**src/rtl/lif_pkg.sv**
```systemverilog
// Shared definitions for the time-multiplexed LIF scheduler:
// default widths, the default reset threshold and the sweep FSM encoding.
package lif_pkg;

  localparam int STATE_W_DEF    = 5;
  localparam int THRESH_RST_DEF = 10;

  typedef enum logic [1:0] {
    IDLE  = 2'd0,
    SWEEP = 2'd1,
    DRAIN = 2'd2
  } fsm_e;

endpackage

```
**src/rtl/lif_update_unit.sv**
```systemverilog
// Combinational LIF neuron update.
// Fires when the pre-update state reaches the threshold.
// The next state is current + state/2, wrapping modulo 2^STATE_W.
// Build option LIF_SCHED_RESET_ON_SPIKE_EN: a firing neuron's next state is
// forced to zero (reset-on-fire). Without it the leaky sum is kept even on
// a spike.
module lif_update_unit
  import lif_pkg::*;
#(
  parameter int STATE_W = STATE_W_DEF
) (
  input  logic [STATE_W-1:0] i_state,
  input  logic [STATE_W-1:0] i_current,
  input  logic [STATE_W-1:0] i_thresh,
  output logic [STATE_W-1:0] o_next_state,
  output logic               o_spk
);

  logic [STATE_W-1:0] w_sum;

  // Spike decision on the old state and the wrapped leaky integration.
  always_comb begin
    o_spk = (i_state >= i_thresh);
    w_sum = i_current + (i_state >> 1);
`ifdef LIF_SCHED_RESET_ON_SPIKE_EN
    if (o_spk) begin
      o_next_state = {STATE_W{1'b0}};
    end else begin
      o_next_state = w_sum;
    end
`else
    o_next_state = w_sum;
`endif
  end

endmodule

```
**src/rtl/lif_tdm_scheduler.sv**
```systemverilog
// Time-multiplexed LIF scheduler.
// A single lif_update_unit is shared across N_NEURONS virtual neurons.
// Each tick sweeps every neuron in turn, one neuron per cycle, starting at
// index 0. Spiking indices leave through a single-entry valid/ready slot.
// When the slot is full and a neuron would fire, the sweep stalls on that
// neuron until the slot is accepted.
// Optional build macro: LIF_SCHED_RESET_ON_SPIKE_EN, handled in lif_update_unit.
module lif_tdm_scheduler
  import lif_pkg::*;
#(
  parameter int N_NEURONS  = 8,
  parameter int IDX_W      = 3,
  parameter int STATE_W    = STATE_W_DEF,
  parameter int THRESH_RST = THRESH_RST_DEF
) (
  input  logic               clk,
  input  logic               reset,
  input  logic               cfg_we,
  input  logic [IDX_W-1:0]   cfg_addr,
  input  logic [STATE_W-1:0] cfg_data,
  input  logic               thr_we,
  input  logic               tick,
  output logic               busy,
  output logic               done,
  output logic               overrun,
  output logic               spike_valid,
  input  logic               spike_ready,
  output logic [IDX_W-1:0]   spike_idx
);

  fsm_e               r_fsm;
  fsm_e               w_fsm_nxt;
  logic [IDX_W-1:0]   r_idx;
  logic [STATE_W-1:0] r_state   [N_NEURONS];
  logic [STATE_W-1:0] r_current [N_NEURONS];
  logic [STATE_W-1:0] r_thresh;
  logic               r_spike_valid;
  logic [IDX_W-1:0]   r_spike_idx;
  logic               r_overrun;

  logic [STATE_W-1:0] w_next_state;
  logic               w_spk;
  logic               w_accept;
  logic               w_upd;
  logic               w_last;
  logic               w_done;

  lif_update_unit #(
    .STATE_W (STATE_W)
  ) u_update (
    .i_state      (r_state[r_idx]),
    .i_current    (r_current[r_idx]),
    .i_thresh     (r_thresh),
    .o_next_state (w_next_state),
    .o_spk        (w_spk)
  );

  // A neuron advances unless it fires into a slot that stays occupied.
  always_comb begin
    w_accept = r_spike_valid & spike_ready;
    w_upd    = (r_fsm == SWEEP) && (!w_spk || !r_spike_valid || w_accept);
    w_last   = (r_idx == IDX_W'(N_NEURONS - 1));
  end

  // Next-state logic; done marks the cycle the FSM leaves DRAIN.
  always_comb begin
    w_fsm_nxt = r_fsm;
    w_done    = 1'b0;
    case (r_fsm)
      IDLE: begin
        if (tick) begin
          w_fsm_nxt = SWEEP;
        end else begin
          w_fsm_nxt = IDLE;
        end
      end
      SWEEP: begin
        if (w_upd && w_last) begin
          w_fsm_nxt = DRAIN;
        end else begin
          w_fsm_nxt = SWEEP;
        end
      end
      DRAIN: begin
        if (!r_spike_valid) begin
          w_fsm_nxt = IDLE;
          w_done    = 1'b1;
        end else begin
          w_fsm_nxt = DRAIN;
        end
      end
      default: begin
        w_fsm_nxt = IDLE;
      end
    endcase
  end

  // FSM state register.
  always_ff @(posedge clk) begin
    if (!reset) begin
      r_fsm <= IDLE;
    end else begin
      r_fsm <= w_fsm_nxt;
    end
  end

  // Neuron index counter: advances on each accepted update, back to 0 after the last.
  always_ff @(posedge clk) begin
    if (!reset) begin
      r_idx <= {IDX_W{1'b0}};
    end else if (w_upd) begin
      r_idx <= w_last ? {IDX_W{1'b0}} : r_idx + {{(IDX_W-1){1'b0}}, 1'b1};
    end
  end

  // Membrane state array: only the neuron under update is written.
  always_ff @(posedge clk) begin
    if (!reset) begin
      for (int i = 0; i < N_NEURONS; i++) begin
        r_state[i] <= {STATE_W{1'b0}};
      end
    end else if (w_upd) begin
      r_state[r_idx] <= w_next_state;
    end
  end

  // Input current array; writes to out-of-range indices are dropped.
  always_ff @(posedge clk) begin
    if (!reset) begin
      for (int i = 0; i < N_NEURONS; i++) begin
        r_current[i] <= {STATE_W{1'b0}};
      end
    end else if (cfg_we && (int'(cfg_addr) < N_NEURONS)) begin
      r_current[cfg_addr] <= cfg_data;
    end
  end

  // Firing threshold register.
  always_ff @(posedge clk) begin
    if (!reset) begin
      r_thresh <= STATE_W'(THRESH_RST);
    end else if (thr_we) begin
      r_thresh <= cfg_data;
    end
  end

  // Single-entry output slot; accept and reload may coincide.
  always_ff @(posedge clk) begin
    if (!reset) begin
      r_spike_valid <= 1'b0;
      r_spike_idx   <= {IDX_W{1'b0}};
    end else if (w_upd && w_spk) begin
      r_spike_valid <= 1'b1;
      r_spike_idx   <= r_idx;
    end else if (w_accept) begin
      r_spike_valid <= 1'b0;
    end
  end

  // Sticky overrun flag: set by a tick that arrives while a sweep is active.
  always_ff @(posedge clk) begin
    if (!reset) begin
      r_overrun <= 1'b0;
    end else if (tick && (r_fsm != IDLE)) begin
      r_overrun <= 1'b1;
    end
  end

  assign busy        = (r_fsm != IDLE);
  assign done        = w_done;
  assign overrun     = r_overrun;
  assign spike_valid = r_spike_valid;
  assign spike_idx   = r_spike_idx;

endmodule

```
**config.mk**
```make
export PLATFORM = sky130hd
export DESIGN_NAME = lif_tdm_scheduler
export DESIGN_NICKNAME = d
export VERILOG_FILES = /design/src/rtl/lif_pkg.sv /design/src/rtl/lif_update_unit.sv /design/src/rtl/lif_tdm_scheduler.sv
export SDC_FILE = /design/constraint.sdc
export NUM_CORES = 1
export LEC_CHECK = 0
export ABC_AREA = 1
export CAP_MARGIN = 0
export CORE_ASPECT_RATIO = 1.25
export CORE_MARGIN = 5
export CORE_UTILIZATION = 30
export CTS_CLUSTER_DIAMETER = 40
export CTS_CLUSTER_SIZE = 30
export DETAILED_ROUTE_END_ITERATION = 8
export SETUP_SLACK_MARGIN = 0.15
export SKIP_CTS_REPAIR_TIMING = 1
export SLEW_MARGIN = 20
export SYNTH_ARGS = -nofsm -noshare
export SYNTH_HDL_FRONTEND = slang
export SYNTH_HIERARCHICAL = 1
export SYNTH_SLANG_ARGS = --single-unit
```
**constraint.sdc**
```tcl
create_clock -name clk -period 3.8 [get_ports clk]
set_clock_uncertainty 0.1 [all_clocks]
set_input_delay 0.38 -clock clk [delete_from_list [all_inputs] [get_ports clk]]
set_output_delay 0.38 -clock clk [all_outputs]
set_load 0.1 [all_outputs]
```
==> Word level (Yosys, flattened, before mapping) <==
Memories as Yosys holds them, arrays and structs flattened. A register that Yosys moved wholly into a read port is not among the register bits.
Cells that the tools add are included.
{ "totals": {"input_bits": 14, "elab_cells": 54, "mem_bits_ro": 0, "ram_bits": 80, "regBits": 15, "output_inout_bits": 7, "latchBits": 0, "n_memories": 2} }
{ "classes": {"n_eq_ne": 3, "div_mod_pow": 0, "n_mux": 26, "n_shift": 0, "bitwise_logic": 1, "add_sub_neg": 2, "mul": 0, "n_reduce_logical": 13, "magnitude_cmp": 1} }
{ "mem_list": {"columns": ["name", "words", "width", "read_ports", "rd_ports_with_merged_regs", "wr", "line", "rtl"], "rows": [
  ["r_current", 8, 5, 1, 1, 8, "lif_tdm_scheduler.sv:35", "logic [STATE_W-1:0] r_current [N_NEURONS];"],
  ["r_state", 8, 5, 1, 1, 8, "lif_tdm_scheduler.sv:34", "logic [STATE_W-1:0] r_state [N_NEURONS];"]
]} }
{ "ops": {"columns": ["operator", "n"], "rows": [
  ["two-way mux 3 bit", 7],
  ["two-way mux 1 bit", 14],
  ["two-way mux 5 bit", 2],
  ["OR reduction 5 bit", 2],
  ["case mux 2 bit (3 select lines)", 1],
  ["adder 5 x 4 -> 5 bit", 1],
  ["greater-or-equal comparator 5 bit", 1],
  ["logical AND 1 bit", 4],
  ["two-way mux 2 bit", 2],
  ["nonzero test 2 bit", 2],
  ["adder 3 x 1 -> 3 bit, second input constant", 1],
  ["equality test 3 bit, second input constant", 1],
  ["equality test 2 x 1 -> 1 bit, second input constant", 1],
  ["equality test 2 bit, second input constant", 1],
  ["zero test 1 bit", 2],
  ["zero test 2 bit", 1],
  ["logical OR 1 bit", 2],
  ["AND 1 bit", 1]
]} }

==> Depth between registers and ports, before layout <==
Gate-level depths: netlist of the first run.
{ "depth": {"ltp_word": 10, "mapped_depth": 19, "depth_no_buf": 17} }

==> Cells and area by module <==
Netlist of the first run, hierarchy kept.
{ "modules_own_cells": {"columns": ["module", "n_inst", "seq_area_each_um2", "area_per_inst_um2", "cells_each"], "rows": [
  ["lif_tdm_scheduler", 1, 2762.6, 4778.3, 576],
  ["lif_update_unit", 1, 0.0, 302.8, 51]
]} }

==> Worst setup path after synthesis of the first run <==
No wires, ideal clock.
{ "synth_path": {"path_type": "register -> output", "from": "reg r_spike_valid, in the netlist spike_valid", "to": "out done", "slack_ns": 0.432, "path_stages_with_launch": 2, "required_time_ns": 3.320, "arrival_time_ns": 2.888, "path_buffers": 0, "cell_sequence": "dfxtp_1 -> nor3_1"} }
{ "synth_between": {"elab_chain_len": 2} }
{ "synth_lines": {"columns": ["element", "line", "rtl"], "rows": [
  ["from (decl)", "lif_tdm_scheduler.sv:37", "logic r_spike_valid;"],
  ["from (signal assigned)", "lif_tdm_scheduler.sv:150", "r_spike_valid <= 1'b0;"],
  ["from (signal assigned)", "lif_tdm_scheduler.sv:153", "r_spike_valid <= 1'b1;"],
  ["from (signal assigned)", "lif_tdm_scheduler.sv:156", "r_spike_valid <= 1'b0;"],
  ["two-way mux 1 bit", "lif_tdm_scheduler.sv:85", "if (!r_spike_valid) begin"],
  ["two-way mux 1 bit", "lif_tdm_scheduler.sv:69", "case (r_fsm)"],
  ["to (decl)", "lif_tdm_scheduler.sv:24", "output logic done,"]
]} }
No other way between the ends.

==> out/metrics.cfg, run 1 <==
[run_status]
status = completed

[yosys]
synth_area_leaders = edfxtp_1 47%, nand2_1 14%, nor2_1 11%
synthMuxAreaShare_pct = 0
syn-cell-area_um2 = 5080
netlist_instances = 627
synth_top_area_share_pct = 47.3
synth_fa_ha_area_share_pct = 3.10
avgSynthCellArea_um2 = 8.10
yosys.area_share.xor_xnor_pct = 0.172
syn_nets = 653
synth_compound_area_share_pct = 2.56
synthSimpleGateAreaFrac_pct = 30.2
synth_seq_area_share_pct = 54.4
ys_ff_latch = 98
ys_warn_count = 6
ys_types = 25
synth_top_area_cell = edfxtp_1
synth_top_family_by_area = simple AND/OR/NAND/NOR gates

[cells_and_area]
n_antenna_cell = 0
fin_nets = 672
nFillCells = 1766
final_util_pct = 34.6
layout-drive-gt1-share_pct = 4.62
syn2layout_area_growth_pct = 13.9

[floorplanning]
rows = 53
core_um2 = 16700
die_x_um = 126
die_area_um2 = 19700
fp.dieH_um = 156
pin_count = 21
initial_core_util_pct = 30.4

[grt]
grt_overflow = 0
grt_antenna_before_repair = 0
grt_max_degree = 42
grt_pass1_wl_um = 18800
track_usage_pct = 12.1
first_global_vias = 3890

[clock_tree]
clk_latency_ps = 350
path_clk_slew_ps = 60
htreeDepth = 3
clock_sinks = 98
cts_tree = done
cts-root-buf = clkbuf_16
cts_buffers = 9
cts.path.max_buffers = 2

[power_and_ir_drop]
sequentialPowerShare_pct = 44.5
power_density_nw_per_um2 = 486
internal_power_mw = 1.96
p_sw_mw = 0.851
combPwrFrac_pct = 21.4
finalPower_mw = 2.81
p_clk_share_pct = 34.0
total_leakage_power_nw = 2.46
p_sw_share_pct = 30.3
peakVddDrop_mv = 0.291

[timing]
fin_crit_sh_pct = 83.4
timing.fmax_ghz = 0.316
maxSlewHeadroom_pct = 34.3
rsz0062_at_grt = false
timing.hold.ws_ps = 380
slew_violations = 0
finalHoldViolations = 0
worstMarginPinSlew_ps = 982
period_minus_slack_ps = 3170
tns_ps = 0
setup_viol = 0

[min_path]
hold_class = register to register
holdPathEnd = r_thresh[3]
min_path_cells = 2
min_from = r_thresh[3]

[critical_path]
crit_type = register to register
critPathLaunchType = register
rr_worst_depth = 18
end_kind = register
critPathRequiredTime_ps = 3870
crit_path_max_fanout = 41
rr_endpoint = r_state[7][4]
rrSetupSlack_ps = 630
worst_ep_arrival_time_ps = 3240

[run]
drv_cap = 0

[drt]
dr.pass1.iters = 4
wl_per_cell_um = 12.9
drtIter0Drc = 282
drc_errors = 0
viasPerCell = 4.48
routed_wl_um = 11300
antenna_left = 0
vias = 3901

[placed_design]
place.gp.congestion = 0.765
portBuffers = 20
place_hpwl_um = 7780

## layout by cell type (no fill, tap or decap), drive strengths merged
master	count
nand2	184
nor2	144
edfxtp	80
inv	77
nor3	41
clkdlybuf4s50	20
dfxtp	18
o21ai	15
clkinv	12
ha	11
clkbuf	10
buf	10
nand3	10
a21oi	8
o211ai	2
bufinv	2
clkinvlp	2
or2	1
nand4	1
xnor2	1
fa	1
## metrics by stage
stage          instance area [um^2]  instances  setup WS, ps
6_report                       5790        870           631
5_1_grt                        5790        870           266
4_1_cts                        5780        870           534
3_5_place_dp                   5470        855           569
3_3_place_gp                   5470        855           656
2_1_floorplan                  5080        627           432
## critical path: stages, from the launching register on
cell and delay (ps):
dfxtp_2 310, buf_4 360, buf_6 330, nor2_1 90, nor2_1 100, nand2_1 60
nand2_1 70, nand2_1 50, nand2_1 60, ha_1 160, inv_1 60, fa_1 400
inv_1 70, nand2_1 40, nand2_1 80, nand3_1 70, nand2_1 70, clkinv_1 220
nor3_1 270
## how the worst max path moves through the flow
| stage | startpoint | end | slack, ps | cells past startpoint |
|---|---|---|---|---|
| 4_1_cts | register | r_state[6][4] | 530 | 18 |
| 5_1_grt | register | r_state[0][4] | 270 | 18 |
| 2_1_floorplan | spike_valid | done | 430 | 1 |
| 3_5_place_dp | register | r_state[6][4] | 570 | 18 |
| 6_report | register | r_state[7][4] | 630 | 18 |
| 3_3_place_gp | register | r_state[4][4] | 660 | 18 |
## sequential cells by signal, summed over array words and instances, names as in the netlist, named ones only
register and flops:
r_idx 3, r_state 40, spike_valid 1, overrun 1, r_current 40, spike_idx 3
r_thresh 5, r_fsm 2
## synth_stat cells, drive strengths merged
cell / count
a21oi: 8
buf: 21
clkbuf: 1
clkinv: 11
dfxtp: 18
edfxtp: 80
fa: 1
ha: 11
inv: 77
nand2: 184
nand3: 10
nand4: 1
nor2: 144
nor3: 41
o211ai: 2
o21ai: 15
or2: 1
xnor2: 1
## metal layers
layer	track usage (%)	up-vias	wire length, um
met4	5.52	0	341
met3	2.40	22	481
met2	22.1	68	5950
li1	-	1996	-
met1	13.4	1815	4480
met5	0	-	0
## cells by family (layout without fill, tap and decap cells)
| kind of cell | Yosys count | count (layout) |
|---|---|---|
| AOI/OAI and AO/OA | 25 | 25 |
| xor gates and xnor gates | 1 | 1 |
| adders and majority gates | 12 | 12 |
| buffers and inverters | 110 | 133 |
| DFF | 98 | 98 |
| and+or+nand+nor | 381 | 381 |
## power by group through the flow
stage | logic (mW) | clock network [mW] | registers (mW)
after floorplan | 0.391 | 0 | 1.31
after global placement | 0.599 | 0 | 1.28
after detailed placement | 0.606 | 0 | 1.28
after CTS | 0.608 | 0.970 | 1.25
after global routing | 0.675 | 1.02 | 1.26
final | 0.602 | 0.957 | 1.25
## final cells by class
type | instances | area [um^2] | share of cell area (%)
multi-input combinational | 419 | 1830 | 31.6
sequential | 98 | 2760 | 47.8
clock inverter | 5 | 80.1 | 1.38
timing repair buffer | 30 | 279 | 4.82
clock buffer | 10 | 229 | 3.96
inverter | 88 | 330 | 5.71
tap | 220 | 275 | 4.76
Power figures use the tool's default switching activity.
==> run 2: changes to the inputs <==
==> constraint.sdc (replaced) <==
create_clock -name clk -period 2.7 [get_ports clk]
set_clock_uncertainty 0.1 [all_clocks]
set_input_delay 0.27 -clock clk [delete_from_list [all_inputs] [get_ports clk]]
set_output_delay 0.27 -clock clk [all_outputs]
set_load 0.1 [all_outputs]
==> run 2 against run 1 <==
  * Maximum frequency increased by 19%
  * Count of clock-buffer cells in the layout increased by 1
  * Design area increased by 17%
  * Final cell count increased by 4.9%
  * Sequential share of layout area decreased by 6.8 points
  * Sequential cell count unchanged
  * Non-clock buffer count increased by 42
  * Sequential power increased by 42%
  * Core utilization increased by 5.8 points
  * Die area unchanged
==> out/metrics.cfg, run 2 (synthesis gave the netlist of run 1 again) <==
[run_status]
status = completed

[floorplanning]
die_area_um2 = 19700  ; unchanged
rows = 53  ; unchanged
fp.dieH_um = 156  ; unchanged
pin_count = 21  ; unchanged
core_um2 = 16700  ; unchanged
die_x_um = 126  ; unchanged
initial_core_util_pct = 30.4  ; unchanged

[critical_path]
crit_type = register to register
worst_ep_arrival_time_ps = 2760  ; -480 ps
slowest_stage = dfxtp_4
cp_common_cell = nand2_1
critPathRequiredTime_ps = 2790  ; -1080 ps
rrSetupSlack_ps = 30  ; -600 ps
crit_chain = buf_12 -> clkbuf_16 -> nor2_4 -> nor2_1 -> nand2_1 -> nand2_1 -> nand2_1 -> nand2_2 -> ha_4 -> nand2_2 -> nor2_2 -> nand2_1 -> nand3_2 -> nand3_2 -> buf_6 -> nand3_4 -> clkbuf_16 -> nor3_4
end_kind = register
critPathLaunchType = register
slowest_delay_ps = 400  ; about the same
crit_path_max_fanout = 5  ; -88%

[timing]
setup_slack_ps = 31.1  ; -600 ps
finalHoldViolations = 0  ; unchanged
period_minus_slack_ps = 2670  ; -500 ps
fin_crit_sh_pct = 98.8  ; +15 points
rsz0062_at_grt = true
timing.fmax_ghz = 0.375  ; +19%
timing.hold.ws_ps = 382  ; +1.76 ps
worstMarginPinSlew_ps = 461  ; -521 ps
setup_viol = 0  ; unchanged
slew_violations = 0  ; unchanged
maxSlewHeadroom_pct = 69.1  ; +35 points

[clock_tree]
path_clk_slew_ps = 60  ; about the same
htreeDepth = 3  ; unchanged
clk_latency_ps = 340  ; about the same
cts_tree = done
cts.path.max_buffers = 2  ; unchanged
cts_buffers = 9  ; unchanged
cts-root-buf = clkbuf_16
clock_sinks = 98  ; unchanged

[drt]
drc_errors = 0  ; unchanged
routed-wl-met3_um = 514  ; +6.9%
routed_wl_um = 13500  ; +20%
dr.pass1.iters = 5  ; +1
wl_met2_um = 7260  ; +22%
vias = 4194  ; +7.5%
wl_per_cell_um = 14.8  ; +14%
drtIter0Drc = 370  ; +31%
antenna_left = 0  ; unchanged
top_layer = met4
viasPerCell = 4.59  ; +2.4%
drt-met1-wl_um = 5380  ; +20%

[cells_and_area]
finalNonFillerCells = 913  ; +4.9%
n_antenna_cell = 0  ; unchanged
layout-drive-gt1-share_pct = 22.2  ; +18 points
syn2layout_area_growth_pct = 32.8
final_common_cell = nand2_1
layout_common_cells = 167 x nand2_1, 124 x nor2_1, 80 x edfxtp_1
largestRegisters = r_current x40, r_state x40, r_thresh x5
nFillCells = 1629  ; -7.8%
fin_area_um2 = 6750  ; +17%
fin_nets = 715  ; +6.4%

[grt]
grt_overflow = 0  ; unchanged
grt_max_degree = 41  ; -2.4%
grt_antenna_before_repair = 0  ; unchanged
first_global_vias = 3766  ; -3.2%
grt_pass1_wl_um = 18500  ; -1.3%
track_usage_pct = 12.0  ; -0.069 points

[placed_design]
place_ws_ps = 43.1  ; -526 ps
portBuffers = 20  ; unchanged
place_hpwl_um = 8120  ; +4.3%
place.gp.congestion = 0.820  ; +7.1%
dpl-instance-area_um2 = 5690  ; +4.0%
post-place-cells = 879  ; +2.8%

[power_and_ir_drop]
p_clk_share_pct = 30.3  ; -3.7 points
combPwrFrac_pct = 29.1  ; +7.7 points
p_sw_mw = 1.37  ; +61%
peakVddDrop_mv = 0.439  ; +51%
power_density_nw_per_um2 = 648  ; +33%
p_sw_share_pct = 31.2  ; +0.96 points
internal_power_mw = 3.01  ; +53%
finalPower_mw = 4.37  ; +56%
sequentialPowerShare_pct = 40.7  ; -3.8 points
total_leakage_power_nw = 2.83  ; +15%

[run]
drv_cap = 0  ; unchanged

[min_path]
hold_class = register to register
min_from = overrun

==> run 2: cell types whose count changed in the layout (fill, tap and decap cells not counted), sizes merged <==
cell | before | now
buf | 10 | 51
clkinvlp | 2 | 0
nand3 | 10 | 11
inv | 77 | 78
clkbuf | 10 | 19
clkdlybuf4s50 | 20 | 13
==> run 2: metrics by stage <==
stage               util, %  TNS [ps]
floorplan                 -      -857
global placement       34.1         0
detailed placement     34.1         0
CTS                    35.9         0
global route           40.4     -2610
finish                 40.4         0
==> run 2: worst max-delay path, delay by kind of cell, from the launching register on <==
kind          cells  cell delay, ps
fa+ha+maj         1             220
simple gates     13            1140
buf+inv           4             640
flops             1             400
==> run 2: layout make-up <==
cell class,count,area (um^2),area share (%)
Clock inverter,4,67.6,1.00
Clock buffer,11,233,3.45
Timing Repair Buffer,72,837,12.4
Inverter,88,330,4.89
Tap cell,220,275,4.08
Multi-Input combinational cell,420,2240,33.2
Sequential cell,98,2770,41.0
==> run 2: worst paths after layout <==
check,to,cells past startpoint
worst max register to register,r_state[2][4],18
worst min-delay path,overrun,2
worst max-delay path,r_state[2][4],18
worst min register to register,overrun,2
==> run 2: power groups by stage <==
stage / logic (mW) / clock network, mW / registers (mW)
4_1_cts: 0.973 / 1.34 / 1.77
3_3_place_gp: 0.960 / 0 / 1.80
6_report: 1.27 / 1.32 / 1.78
2_1_floorplan: 0.550 / 0 / 1.85
5_1_grt: 1.37 / 1.40 / 1.79
3_5_place_dp: 0.964 / 0 / 1.80
==> run 2: metal layers <==
layer  GRT usage, %  up-vias
met3           1.89       24
li1               -     2093
met4           4.24        0
met2           22.0      112
met5              0        -
met1           14.2     1965
==> run 3: changes to the inputs <==
--- a/config.mk
+++ b/config.mk
@@ -6,6 +6,7 @@
 export NUM_CORES = 1
 export LEC_CHECK = 0
 export ABC_AREA = 1
+export ABC_CLOCK_PERIOD_IN_PS = 2700
 export CAP_MARGIN = 0
 export CORE_ASPECT_RATIO = 1.25
 export CORE_MARGIN = 5
==> results of run 3 <==
No change in the layout: final DEF, timing and power equal those of run 2.
==> RTL edit 1, RTL diff (config.mk and constraints of run 2) <==
Build with the macro `LIF_SCHED_RESET_ON_SPIKE_EN` defined.
--- a/src/rtl/lif_update_unit.sv
+++ b/src/rtl/lif_update_unit.sv
@@ -4,6 +4,8 @@
 // Build option LIF_SCHED_RESET_ON_SPIKE_EN: a firing neuron's next state is
 // forced to zero (reset-on-fire). Without it the leaky sum is kept even on
 // a spike.
+`define LIF_SCHED_RESET_ON_SPIKE_EN
+
 module lif_update_unit
   import lif_pkg::*;
 #(
Function: same outputs for any inputs over 10 cycles, from zero or initial values and one cycle with reset low; that may be too few to reach the edited logic, so the function may still have changed.
==> RTL edit 1 against run 2 <==
Cell area decreased by 2.4%. Critical path depth decreased by 1. Sequential share of layout area increased by 1.0 points. Cell count decreased by 0.77%. Wire length decreased by 6.3%. Total power decreased by 2.2%. Sequential cell count unchanged. Area after synthesis increased by 0.20%. Worst setup slack improved by 0.037 ns. First-iteration DRC count decreased by 42%. Synthesized cell count increased by 0.16%. Critical endpoint is now r_state[3][0]. Highest routed layer unchanged.
==> RTL edit 1: results (changes against run 2) <==
stage	metric	value	unit	change
place	DP HPWL	8260	µm	was 8120 µm
pwr	Peak VDD IR	0.352	mV	was 0.439 mV
finish	layout cells sized above 1	0.200		was 0.222
routing	via count	4102		was 4194
grt	pin count of the biggest net entering global routing	42		was 41
run_status	outcome	completed		unchanged
place	input/output buffers	20		unchanged
yosys	syn nets	654		was 653
yosys	Syn. warnings	6		unchanged
clock_tree	TritonCTS sink count	98		unchanged
min_path	hold depth	2		unchanged
finish	Filler cells	1650		was 1629
yosys	top cells by area, synth	edfxtp_1, nand2_1, nor2_1		unchanged
grt	first-pass GRT wire length	18400	µm	was 18500 µm
routing	routed len/inst	13.9	µm	was 14.8 µm
yosys	Yosys cell types	24		was 25
critical_path	crit path max fanout	10		was 5
critical_path	worst reg2reg path depth	17		was 18
grt	all-layer global routing usage	0.118		was 0.120
pwr	Net Switching	1.36	mW	was 1.37 mW
sta	Hold WS	0.377	ns	was 0.382 ns
pwr	P_leak	2.80	nW	was 2.83 nW
clock_tree	clock-pin slew on the worst setup and hold paths	0.06	ns	about the same
pwr	P_clk	1.31	mW	
routing	Iter 0 DRT Violations	215		was 370
critical_path	R2R Setup Slk	0.07	ns	was 0.03 ns
min_path	worst hold path type	reg -> reg		unchanged
clock_tree	Bufs on Longest Clock Path	2		unchanged
place	GP Congestion	0.785		was 0.820
routing	TritonRoute pass-1 iters	5		unchanged
min_path	hold path startpoint	r_thresh[3]		was overrun
place	Worst Setup Slack post-DPL	-0.0172	ns	was 0.0431 ns
critical_path	critical path data arrival time	2.62	ns	was 2.76 ns
critical_path	CP delay by family, top	simple AND/OR/NAND/NOR gates		unchanged
clock_tree	total CTS buffers	9		unchanged
clock_tree	H-Tree Depth	3		unchanged
grt	initial antenna violation count	0		unchanged
min_path	WHS Endpoint	r_thresh[3]		was overrun
yosys	Post-synth top cells	nand2_1, nor2_1, edfxtp_1		unchanged
yosys	register area share after synthesis	0.543		was 0.544
sta	Rel. slew slack	0.713		was 0.691
critical_path	Worst R2R End	r_state[3][0]		was r_state[2][4]
grt	vias in the first global route	3742		was 3766
finish	Nets	707		was 715
-- RTL edit 1: metal layers --
| metal | GRT usage | share of wire |
|---|---|---|
| met4 | 0.0516 | 0.025 |
| met3 | 0.0130 | 0.035 |
| met2 | 0.219 | 0.54 |
| met5 | 0 | 0 |
| met1 | 0.135 | 0.40 |
-- RTL edit 1: kinds of logic after synthesis --
kind of cell | after synthesis | synth area share
fa+ha+maj | 12 | 0.0310
xor+xnor | 1 | 0.00172
simple gates | 384 | 0.305
buf+inv | 108 | 0.0946
compound gates | 25 | 0.0256
flops | 98 | 0.543
-- RTL edit 1: final cells by class --
| cell class | count | area [µm²] | share of cell area |
|---|---|---|---|
| Sequential cell | 98 | 2770 | 0.420 |
| Multi-Input combinational cell | 422 | 2180 | 0.332 |
| Timing Repair Buffer | 64 | 727 | 0.110 |
| Inverter | 86 | 325 | 0.0494 |
| Tap cell | 220 | 275 | 0.0418 |
| Clock buffer | 12 | 256 | 0.0390 |
| Clock inverter | 4 | 48.8 | 0.00741 |
-- RTL edit 1: how the worst max path moves through the flow --
stage / from / end / slack (ns) / cells after the start
2_1_floorplan: register / r_state[1][0] / -0.14 / 17
3_3_place_gp: register / r_state[1][4] / 0.02 / 16
3_5_place_dp: register / r_state[5][4] / -0.02 / 15
4_1_cts: register / r_state[3][4] / -0.07 / 15
5_1_grt: register / r_state[3][0] / -0.08 / 17
6_report: register / r_state[3][0] / 0.07 / 17
-- RTL edit 1: stage by stage --
step                      std cells  area (µm²)  utilization  total power [mW]  TNS, ns
after global routing            906        6590        0.392              4.47    -3.41
final                           906        6590        0.392              4.27        0
after floorplan                 628        5100            -              2.40    -2.79
after CTS                       896        5990        0.357              4.07   -0.182
after detailed placement        880        5690        0.339              2.76  -0.0374
after global placement          880        5690        0.339              2.75        0
==> RTL edit 2, RTL diff (settings of run 2) <==
Made on the original files. Register the output `overrun` once more, without a reset; this adds one clock of latency there. The other outputs are not delayed to match.
--- a/src/rtl/lif_tdm_scheduler.sv
+++ b/src/rtl/lif_tdm_scheduler.sv
@@ -168,7 +168,9 @@
 
   assign busy        = (r_fsm != IDLE);
   assign done        = w_done;
-  assign overrun     = r_overrun;
+  always_ff @(posedge clk) begin
+    overrun <= r_overrun;
+  end
   assign spike_valid = r_spike_valid;
   assign spike_idx   = r_spike_idx;
 
Behaviour: not the same (Yosys sat finds a counterexample within 4 cycles, from zero or initial values and one cycle with reset low).
==> RTL edit 2 against run 2 <==
Wire length is 4.7% lower. Cell area is 0.85% lower. Total power hardly changed. Global-route usage is 0.31 points higher. Sequential cell count is 1 higher. Area after synthesis is 0.39% higher. Worst setup slack better by 0.028 ns. Worst hold slack worse by 0.12 ns. Critical path type unchanged. Critical endpoint is now r_state[4][4]. Largest cell class unchanged. Largest power group unchanged.
==> RTL edit 2: results (changes against run 2) <==
stage	metric	value	unit	change
clock_tree	total CTS buffers	9		unchanged
run_status	outcome	completed		unchanged
routing	final WL	12900	µm	was 13500 µm
finish	Filler cells	1640		was 1629
yosys	post-synthesis area per instance	8.12	µm²	was 8.10 µm²
critical_path	worst reg2reg path depth	19		was 18
finish	layout cells sized above 1	0.206		was 0.222
routing	uppermost layer routed	met4		unchanged
grt	met3 global-route usage	0.0236		was 0.0189
critical_path	CP peak stage delay	0.45	ns	was 0.40 ns
pwr	Peak VDD IR	0.404	mV	was 0.439 mV
grt	first-pass GRT wire length	19100	µm	was 18500 µm
clock_tree	H-Tree Depth	3		unchanged
sta	Rel. slew slack	0.676		was 0.691
place	DP HPWL	8390	µm	was 8120 µm
critical_path	worst setup path endpoint	r_state[4][4]		was r_state[2][4]
critical_path	critical path data arrival time	2.63	ns	was 2.76 ns
finish	ClkCell Share	0.0451		was 0.0445
routing	via count	4122		was 4194
routing	routed len/inst	14.1	µm	was 14.8 µm
pwr	P_leak	2.86	nW	was 2.83 nW
grt	vias in the first global route	3829		was 3766
routing	wire length on met3	420	µm	was 514 µm
finish	Nets	714		was 715
finish	Seq cells	99		was 98
place	GP Congestion	0.801		was 0.820
routing	Post-Route M1 WL	5510	µm	was 5380 µm
yosys	register area share after synthesis	0.545		was 0.544
min_path	hold depth	0		was 2
yosys	top cells by area, synth	edfxtp_1, nand2_1, nor2_1		unchanged
place	Inst Count DP	881		was 879
finish	multi-input logic area	2190	µm²	was 2240 µm²
critical_path	crit path max fanout	13		was 5
grt	all-layer global routing usage	0.123		was 0.120
finish	non-clock buffer count	70		was 72
finish	sequential cell area share	0.417		was 0.410
routing	met2 WL	6680	µm	was 7260 µm
-- RTL edit 2: report_power, final --
group / internal [mW] / total [mW] / switching, mW
combinational: 0.491 / 1.28 / 0.794
clock: 0.698 / 1.29 / 0.596
sequential: 1.74 / 1.79 / 0.0487
-- RTL edit 2: metrics by stage --
step / hold slack (ns) / setup slack (ns) / power, mW / cell area, µm² / setup TNS, ns
4_1_cts: 0.262 / 0.0468 / 4.09 / 6010 / 0
2_1_floorplan: 0.231 / -0.0428 / 2.41 / 5110 / -0.857
6_report: 0.263 / 0.0595 / 4.37 / 6690 / 0
5_1_grt: 0.264 / -0.0837 / 4.57 / 6690 / -1.02
3_3_place_gp: 0.247 / 0.0908 / 2.80 / 5710 / 0
3_5_place_dp: 0.251 / 0.0676 / 2.81 / 5710 / 0
-- RTL edit 2: kinds of logic after synthesis --
logic type                 synth area share
AOI/OAI and AO/OA                    0.0255
DFF                                   0.545
and+or+nand+nor                       0.300
xor gates and xnor gates            0.00172
buffers and inverters                0.0959
adders and majority gates            0.0309
